`src/rtl/fpc_accumulator_pkg.sv`:
```
// fpc_accumulator_pkg: shared state encoding and count-width helper
package fpc_accumulator_pkg;
  typedef logic [0:0] state_t;
  localparam state_t ACC  = 1'b0;
  localparam state_t DONE = 1'b1;
  function automatic int cnt_width(input int l);
    return $clog2(l + 1);
  endfunction
endpackage

```
`src/rtl/fpc_accumulator_control.sv`:
```
// fpc_accumulator_control: group FSM and product counter, drives datapath enables
module fpc_accumulator_control import fpc_accumulator_pkg::*; #(
  parameter int len = 8,
  localparam int CW = cnt_width(len)
) (
  input  logic          clk,
  input  logic          reset,
  input  logic          recv_val,
  input  logic          recv_last,
  input  logic          send_rdy,
  output logic          recv_rdy,
  output logic          send_val,
  output logic          acc_en,
  output logic          acc_clr,
  output logic          sum_load,
  output logic [CW-1:0] cnt
);
  state_t state_q, state_d;
  logic [CW-1:0] cnt_q, cnt_d;
  logic xfer, grp_end;
  always_comb begin
    xfer     = recv_val & (state_q == ACC);
    grp_end  = xfer & (recv_last | (cnt_q == CW'(len - 1)));
    acc_en   = xfer & ~grp_end;
    acc_clr  = grp_end;
    sum_load = grp_end;
    cnt_d    = grp_end ? '0 : xfer ? cnt_q + CW'(1) : cnt_q;
    state_d  = (state_q == ACC) ? (grp_end ? DONE : ACC) : (send_rdy ? ACC : DONE);
  end
  always_ff @(posedge clk) begin
    if (reset) begin
      state_q <= ACC;
      cnt_q   <= '0;
    end else begin
      state_q <= state_d;
      cnt_q   <= cnt_d;
    end
  end
  assign recv_rdy = (state_q == ACC);
  assign send_val = (state_q == DONE);
  assign cnt      = cnt_q;
endmodule

```
`src/rtl/fpc_accumulator.sv`:
```
// fpc_accumulator: sums groups of up to len complex products, presents each sum on val/rdy
module fpc_accumulator import fpc_accumulator_pkg::*; #(
  parameter int n   = 32,
  parameter int d   = 16,
  parameter int len = 8
) (
  input  logic                       clk,
  input  logic                       reset,
  input  logic                       recv_val,
  output logic                       recv_rdy,
  input  logic [n-1:0]               recv_r,
  input  logic [n-1:0]               recv_c,
  input  logic                       recv_last,
  output logic                       send_val,
  input  logic                       send_rdy,
  output logic [n-1:0]               sum_r,
  output logic [n-1:0]               sum_c,
  output logic [cnt_width(len)-1:0]  sum_cnt
);
  localparam int CW = cnt_width(len);
  if (len < 1 || d < 0 || d > n) begin : g_bad_cfg
    $error("fpc_accumulator: invalid len or d");
  end
  logic acc_en, acc_clr, sum_load;
  logic [CW-1:0] cnt;
  logic [n-1:0] acc_r_q, acc_r_d, acc_c_q, acc_c_d, sum_r_q, sum_r_d, sum_c_q, sum_c_d;
  logic [CW-1:0] sum_cnt_q, sum_cnt_d;
  fpc_accumulator_control #(.len(len)) u_ctrl (
    .clk(clk), .reset(reset), .recv_val(recv_val), .recv_last(recv_last),
    .send_rdy(send_rdy), .recv_rdy(recv_rdy), .send_val(send_val),
    .acc_en(acc_en), .acc_clr(acc_clr), .sum_load(sum_load), .cnt(cnt)
  );
  // modular n-bit adds: wrap on overflow to match the multiplier output format
  always_comb begin
    acc_r_d   = acc_clr ? '0 : acc_en ? acc_r_q + recv_r : acc_r_q;
    acc_c_d   = acc_clr ? '0 : acc_en ? acc_c_q + recv_c : acc_c_q;
    sum_r_d   = sum_load ? acc_r_q + recv_r : sum_r_q;
    sum_c_d   = sum_load ? acc_c_q + recv_c : sum_c_q;
    sum_cnt_d = sum_load ? cnt + CW'(1) : sum_cnt_q;
  end
  always_ff @(posedge clk) begin
    if (reset) begin
      acc_r_q   <= '0;
      acc_c_q   <= '0;
      sum_r_q   <= '0;
      sum_c_q   <= '0;
      sum_cnt_q <= '0;
    end else begin
      acc_r_q   <= acc_r_d;
      acc_c_q   <= acc_c_d;
      sum_r_q   <= sum_r_d;
      sum_c_q   <= sum_c_d;
      sum_cnt_q <= sum_cnt_d;
    end
  end
  assign sum_r   = sum_r_q;
  assign sum_c   = sum_c_q;
  assign sum_cnt = sum_cnt_q;
endmodule
```
`config.mk`:
```
export PLATFORM = sky130hd
export DESIGN_NAME = fpc_accumulator
export DESIGN_NICKNAME = d
export VERILOG_FILES = /design/src/rtl/fpc_accumulator_pkg.sv /design/src/rtl/fpc_accumulator_control.sv /design/src/rtl/fpc_accumulator.sv
export SDC_FILE = /design/constraint.sdc
export NUM_CORES = 1
export LEC_CHECK = 0
export CAP_MARGIN = 5
export CORE_ASPECT_RATIO = 0.5
export CORE_MARGIN = 3
export CORE_UTILIZATION = 30
export CTS_BUF_LIST = sky130_fd_sc_hd__clkbuf_4 sky130_fd_sc_hd__clkbuf_8
export DETAILED_ROUTE_END_ITERATION = 10
export SYNTH_ARGS = -nofsm -noshare
export SYNTH_HDL_FRONTEND = slang
export SYNTH_HIERARCHICAL = 1
export SYNTH_SLANG_ARGS = --single-unit
```
`constraint.sdc`:
```
create_clock -name clk -period 5.6 [get_ports clk]
set_input_delay 0.84 -clock clk [delete_from_list [all_inputs] [get_ports clk]]
set_output_delay 0.84 -clock clk [all_outputs]
set_load 0.02 [all_outputs]
```
== Word-level counts from Yosys, hierarchy flattened ==
Index checks and enable logic that the tools add are counted.

* Add/sub/neg operators: 3
* Equality and inequality tests: 1
* Muxes and demuxes: 3
* Bitwise operators: 6
* Reduce and logical (&&, ||, !) cells: 1

{| class="wikitable"
|+ Operators by type and width
! cell !! count
|-
| 32-bit adder || 2
|-
| 4-bit by 1-bit adder with 4-bit output (second input constant) || 1
|-
| 4-bit by 3-bit == test with 1-bit output (second input constant) || 1
|-
| 1-bit AND || 3
|-
| 1-bit two-way mux || 3
|-
| 1-bit NOT || 2
|-
| 2-bit OR reduction || 1
|-
| 1-bit OR || 1
|}

* Bits in registers: 137
* Input port bits: 69
* Word-level logic and storage cells: 21

== Depth between registers and ports, before layout ==
* Word-level depth: 5
* Mapped depth: 11
* Depth with buffers taken out: 11

== Cells and area by module ==
The synthesis kept the hierarchy.

{| class="wikitable"
|+ Modules (own cells, without submodules)
! module !! instances !! cells an instance !! area an instance (sq um) !! seq. area each (sq um)
|-
| fpc_accumulator || 1 || 946 || 8,102.8 || 2,642.5
|-
| fpc_accumulator_control || 1 || 32 || 277.8 || 100.1
|}

== Least setup slack after synthesis ==
OpenSTA, ideal clock, no wires.

* Kind: input to register
* Start: in recv_r[0]
* End: reg sum_r_q[24] (netlist: sum_r[24])
* Library setup time: 136 ps
* Arrival: 2,943 ps
* Required time: 5,464 ps
* Slack: 2,521 ps
* Stages on the path: 11
* Path through: ha_1 -> fa_1 -> a21oi_1 -> o21ai_0 -> a21oi_1 -> o211ai_1 -> nand2_1 -> a31oi_2 -> a31oi_1 -> or4b_1 -> o311ai_1

* Longest elaborated chain between the ends: 1

{| class="wikitable"
|+ Ends and longest elaborated chain
! element !! RTL line !! text
|-
| start: declaration || fpc_accumulator.sv:11 || <nowiki>input logic [n-1:0] recv_r,</nowiki>
|-
| 32-bit adder || fpc_accumulator.sv:37 || <nowiki>sum_r_d = sum_load ? acc_r_q + recv_r : sum_r_q;</nowiki>
|-
| end signal: assignment || fpc_accumulator.sv:51 || <nowiki>sum_r_q <= sum_r_d;</nowiki>
|-
| end: declaration || fpc_accumulator.sv:26 || <nowiki>logic [n-1:0] acc_r_q, acc_r_d, acc_c_q, acc_c_d, sum_r_q, sum_r_d, sum_c_q, sum_c_d;</nowiki>
|}

No other way between the ends.
A chain may end at the register's enable or synchronous reset.

== Worst setup path after layout ==
Same ends and word-level chain as after synthesis.

==> metrics.yaml <==
outcome:
  status: "finished clean"
logic_synthesis:
  synthFlopType: "sky130_fd_sc_hd__dfxtp_1"
  synth_warnings: 6
  synth_cells: 978
  syn-mean-instance-area_sq_um: 8.57
  synth_area_leader: "sky130_fd_sc_hd__dfxtp_1"
  synth_sequential_area_ratio_pct: 32.7
  fraction_of_registers_with_async_set_reset_pct: 0
  cell_with_the_most_instances_after_synthesis: "sky130_fd_sc_hd__nor2_1"
  synth.net_count: 1113
  total_standard_cell_area_after_synthesis_sq_um: 8380
  ys_seq_elements: 137
  synth-edff-count: 0
  synth_top_area_share_pct: 32.7
  netlist_top_cells_count: "sky130_fd_sc_hd__nor2_1 (152), sky130_fd_sc_hd__dfxtp_1 (137), sky130_fd_sc_hd__mux2i_1 (97)"
  cell_variety_after_synth: 70
  synth_top_cells_by_area: "sky130_fd_sc_hd__dfxtp_1 (33%), sky130_fd_sc_hd__mux2i_1 (12%), sky130_fd_sc_hd__ha_1 (9.6%), sky130_fd_sc_hd__nor2_1 (6.8%), sky130_fd_sc_hd__a21oi_1 (4.5%)"
finish:
  drive_above_1_share_pct: 5.74
  net_count_of_the_finished_layout: 1221
  final_util_pct: 39.0
  post_route_non_filler_standard_cell_count: 1474
  synthToLayoutAreaGrowth_pct: 25.6
global_routing:
  grt_first_pass_wirelength_um: 36600
  overflow: 0
  grt_antenna_before_repair: 2
  track_usage_pct: 15.1
  grt_max_degree: 74
  first_global_vias: 7195
pwr:
  cellLeakagePower_nw: 4.16
  p_comb_share_pct: 25.2
  pwr_density_cell_nw_per_um2: 257
  internal_power_mw: 1.89
  max_rail_drop_vdd_mv: 0.159
  seqPwrFrac_pct: 39.5
  power.share.clock_pct: 35.3
  p_sw_uw: 818
  switching_share_pct: 30.2
clocking:
  clockRootBuffer: "sky130_fd_sc_hd__clkbuf_8"
  post_cts_resized: 0
  largest_buffer_count_on_any_clock_path: 2
  cts_buffers: 17
  cts.reportedPaths.clkPinSlew_ns: 0.09
  cts.htree.levels: 4
  cts_hold_buf: 0
  clk_latency_ns: 0.46
  cts_tree: "yes"
  number_of_buffers_inserted_to_repair_setup_after_cts: 0
  clock_sink_count: 137
worst_hold_path:
  hold_class: "register to register"
  number_of_cells_traversed_by_the_worst_hold_path: 2
route:
  dr.pass1.iters: 5
  drc: 0
  route.detailed.wl_per_inst_um: 15.3
  wl_um: 22500
  detail-route-antenna-nets: 0
  vias: 7291
  routed_via_density: 4.95
  drt_first_iter_violations: 445
floorplanning:
  ioPinCount: 139
  core_sq_um: 27000
  fp.dieH_um: 124
  die-area_sq_um: 30100
  std_cell_rows: 42
  initial_core_util_pct: 31.1
  floorplan.die.width_um: 242
sta:
  slew_headroom_pct: 40.2
  fin_ws_ns: 1.95
  post-route-min-period_ns: 3.65
  fin_crit_sh_pct: 65.2
  final.hold.worst_slack_ns: 0.480
  timing.final.max_slew_violations: 0
  skew_ns: 0.0172
  fin_setup_tns_ns: 0
  fmax_ghz: 0.274
  tightestPinTransition_ns: 0.897
  grt_setup_unrepaired: "no"
  finalHoldViolCount: 0
  setup_viol: 0
critical_path:
  critical_path_s_most_frequent_cell: "sky130_fd_sc_hd__a21oi_1"
  worstRegToRegCells: 11
  crit_path_cell_trace: "clkdlybuf4s50_1, ha_1, fa_1, a21oi_1, o21ai_0, a21oi_1, o211ai_1, nand2_1, a31oi_2, a31oi_1, or4b_1, o311ai_1"
  worst_path_top_cell_family_by_delay: "compound AO/OA/AOI/OAI gates"
  crit_required_ns: 5.92
  critPathSlowestCell: "sky130_fd_sc_hd__a31oi_1"
  type_of_destination_of_the_critical_path: "register"
  crit_cells: 12
  critical_path_class: "primary input to register"
  startpoint_type: "primary input"
  crit_fanout: 8
  worst_ep_arrival_time_ns: 3.97
  timing.critical_path.slowest_cell_delay_ns: 0.56
  critical_path_buf_inv_count: 1
placement:
  post-place-ws_ns: 1.54
  hpwlAfterDp_um: 16500
  number_of_placed_instances_with_taps_included: 1441
  placement.io_buffers: 138
  weighted_congestion_reported_at_the_end_of_routability_driven_placement: 0.882
flow_run:
  timing.max_cap.violations: 0
## sequential cells by signal (all words and copies together), names as in the netlist
signal           flops
acc_c_q             32
acc_r_q             32
sum_c               32
sum_r               32
sum_cnt              4
u_ctrl/cnt           4
u_ctrl/send_val      1
## cell type report
type	instances	area, sq um
Fill cell	2691	16400
Multi-Input combinational cell	769	5360
Sequential cell	137	2740
Timing Repair Buffer	145	1430
Tap cell	374	468
Clock buffer	19	262
Clock inverter	12	198
Inverter	16	60.1
Antenna cell	2	5.00
## cell families after synthesis
kind of cell / after synthesis / share of synthesized area (%)
flip-flops: 137 / 32.7
adder cells (fa/ha/maj): 66 / 10.0
AND/OR/NAND/NOR: 313 / 18.5
multiplexers: 97 / 11.6
XOR/XNOR: 57 / 5.96
AO/OA/AOI/OAI: 236 / 17.8
buffers and inverters: 72 / 3.45
## routing by layer
layer  part of all wire (%)  vias up  wire length [um]  track usage, %
li1                       -     3733                 -               -
met1                     48     3426             10800            19.1
met2                     48      115             10800            26.3
met3                    3.3       17               745            3.16
met4                    1.0        0               229            4.27
met5                      0        -                 0               0
## cell usage in the layout (no fill, tap or decap), types with 6 or more instances in the layout
master / n
sky130_fd_sc_hd__clkbuf_8: 19
sky130_fd_sc_hd__nor3b_1: 10
sky130_fd_sc_hd__nor3_1: 6
sky130_fd_sc_hd__a31oi_1: 12
sky130_fd_sc_hd__a21o_1: 25
sky130_fd_sc_hd__clkdlybuf4s50_1: 137
sky130_fd_sc_hd__mux2i_1: 97
sky130_fd_sc_hd__xor2_1: 23
sky130_fd_sc_hd__o21ai_0: 45
sky130_fd_sc_hd__o211ai_1: 9
sky130_fd_sc_hd__a211oi_1: 24
sky130_fd_sc_hd__nand4_1: 11
sky130_fd_sc_hd__o21a_1: 10
sky130_fd_sc_hd__nand3_1: 23
sky130_fd_sc_hd__inv_1: 16
sky130_fd_sc_hd__ha_1: 64
sky130_fd_sc_hd__nand2_1: 46
sky130_fd_sc_hd__nor2_1: 151
sky130_fd_sc_hd__xnor2_1: 34
sky130_fd_sc_hd__o21bai_1: 11
sky130_fd_sc_hd__buf_4: 7
sky130_fd_sc_hd__a21oi_1: 75
sky130_fd_sc_hd__nand3b_1: 6
sky130_fd_sc_hd__nor2b_1: 6
sky130_fd_sc_hd__dfxtp_1: 137
## stage by stage
step           total power [mW]  instance area, sq um
5_1_grt                    2.85                 10500
6_report                   2.70                 10500
3_3_place_gp               1.76                 10100
4_1_cts                    2.74                 10500
2_1_floorplan              1.54                  8380
3_5_place_dp               1.77                 10100
## worst min-delay path: stages, from the launching register on
cell and delay [ns]:
sky130_fd_sc_hd__dfxtp_1 0.32, sky130_fd_sc_hd__nand2b_1 0.07, sky130_fd_sc_hd__a21oi_1 0.05
## final timing paths
| path | from | to | slack [ns] |
|---|---|---|---|
| setup reg to reg | acc_r_q[0] | sum_r[24] | 2.45 |
| hold reg to reg | acc_c_q[29] | acc_c_q[29] | 0.48 |
| hold / removal | acc_c_q[29] | acc_c_q[29] | 0.48 |
| setup / recovery | recv_r[0] | sum_r[24] | 1.95 |
## power groups by stage
stage / Clock [mW] / Sequential, mW / Combinational, mW
6_report: 0.955 / 1.07 / 0.681
3_3_place_gp: 0 / 1.09 / 0.673
4_1_cts: 0.988 / 1.07 / 0.684
3_5_place_dp: 0 / 1.09 / 0.679
2_1_floorplan: 0 / 1.13 / 0.414
5_1_grt: 1.02 / 1.08 / 0.753
No activity file was read; power rests on OpenSTA's default activity.
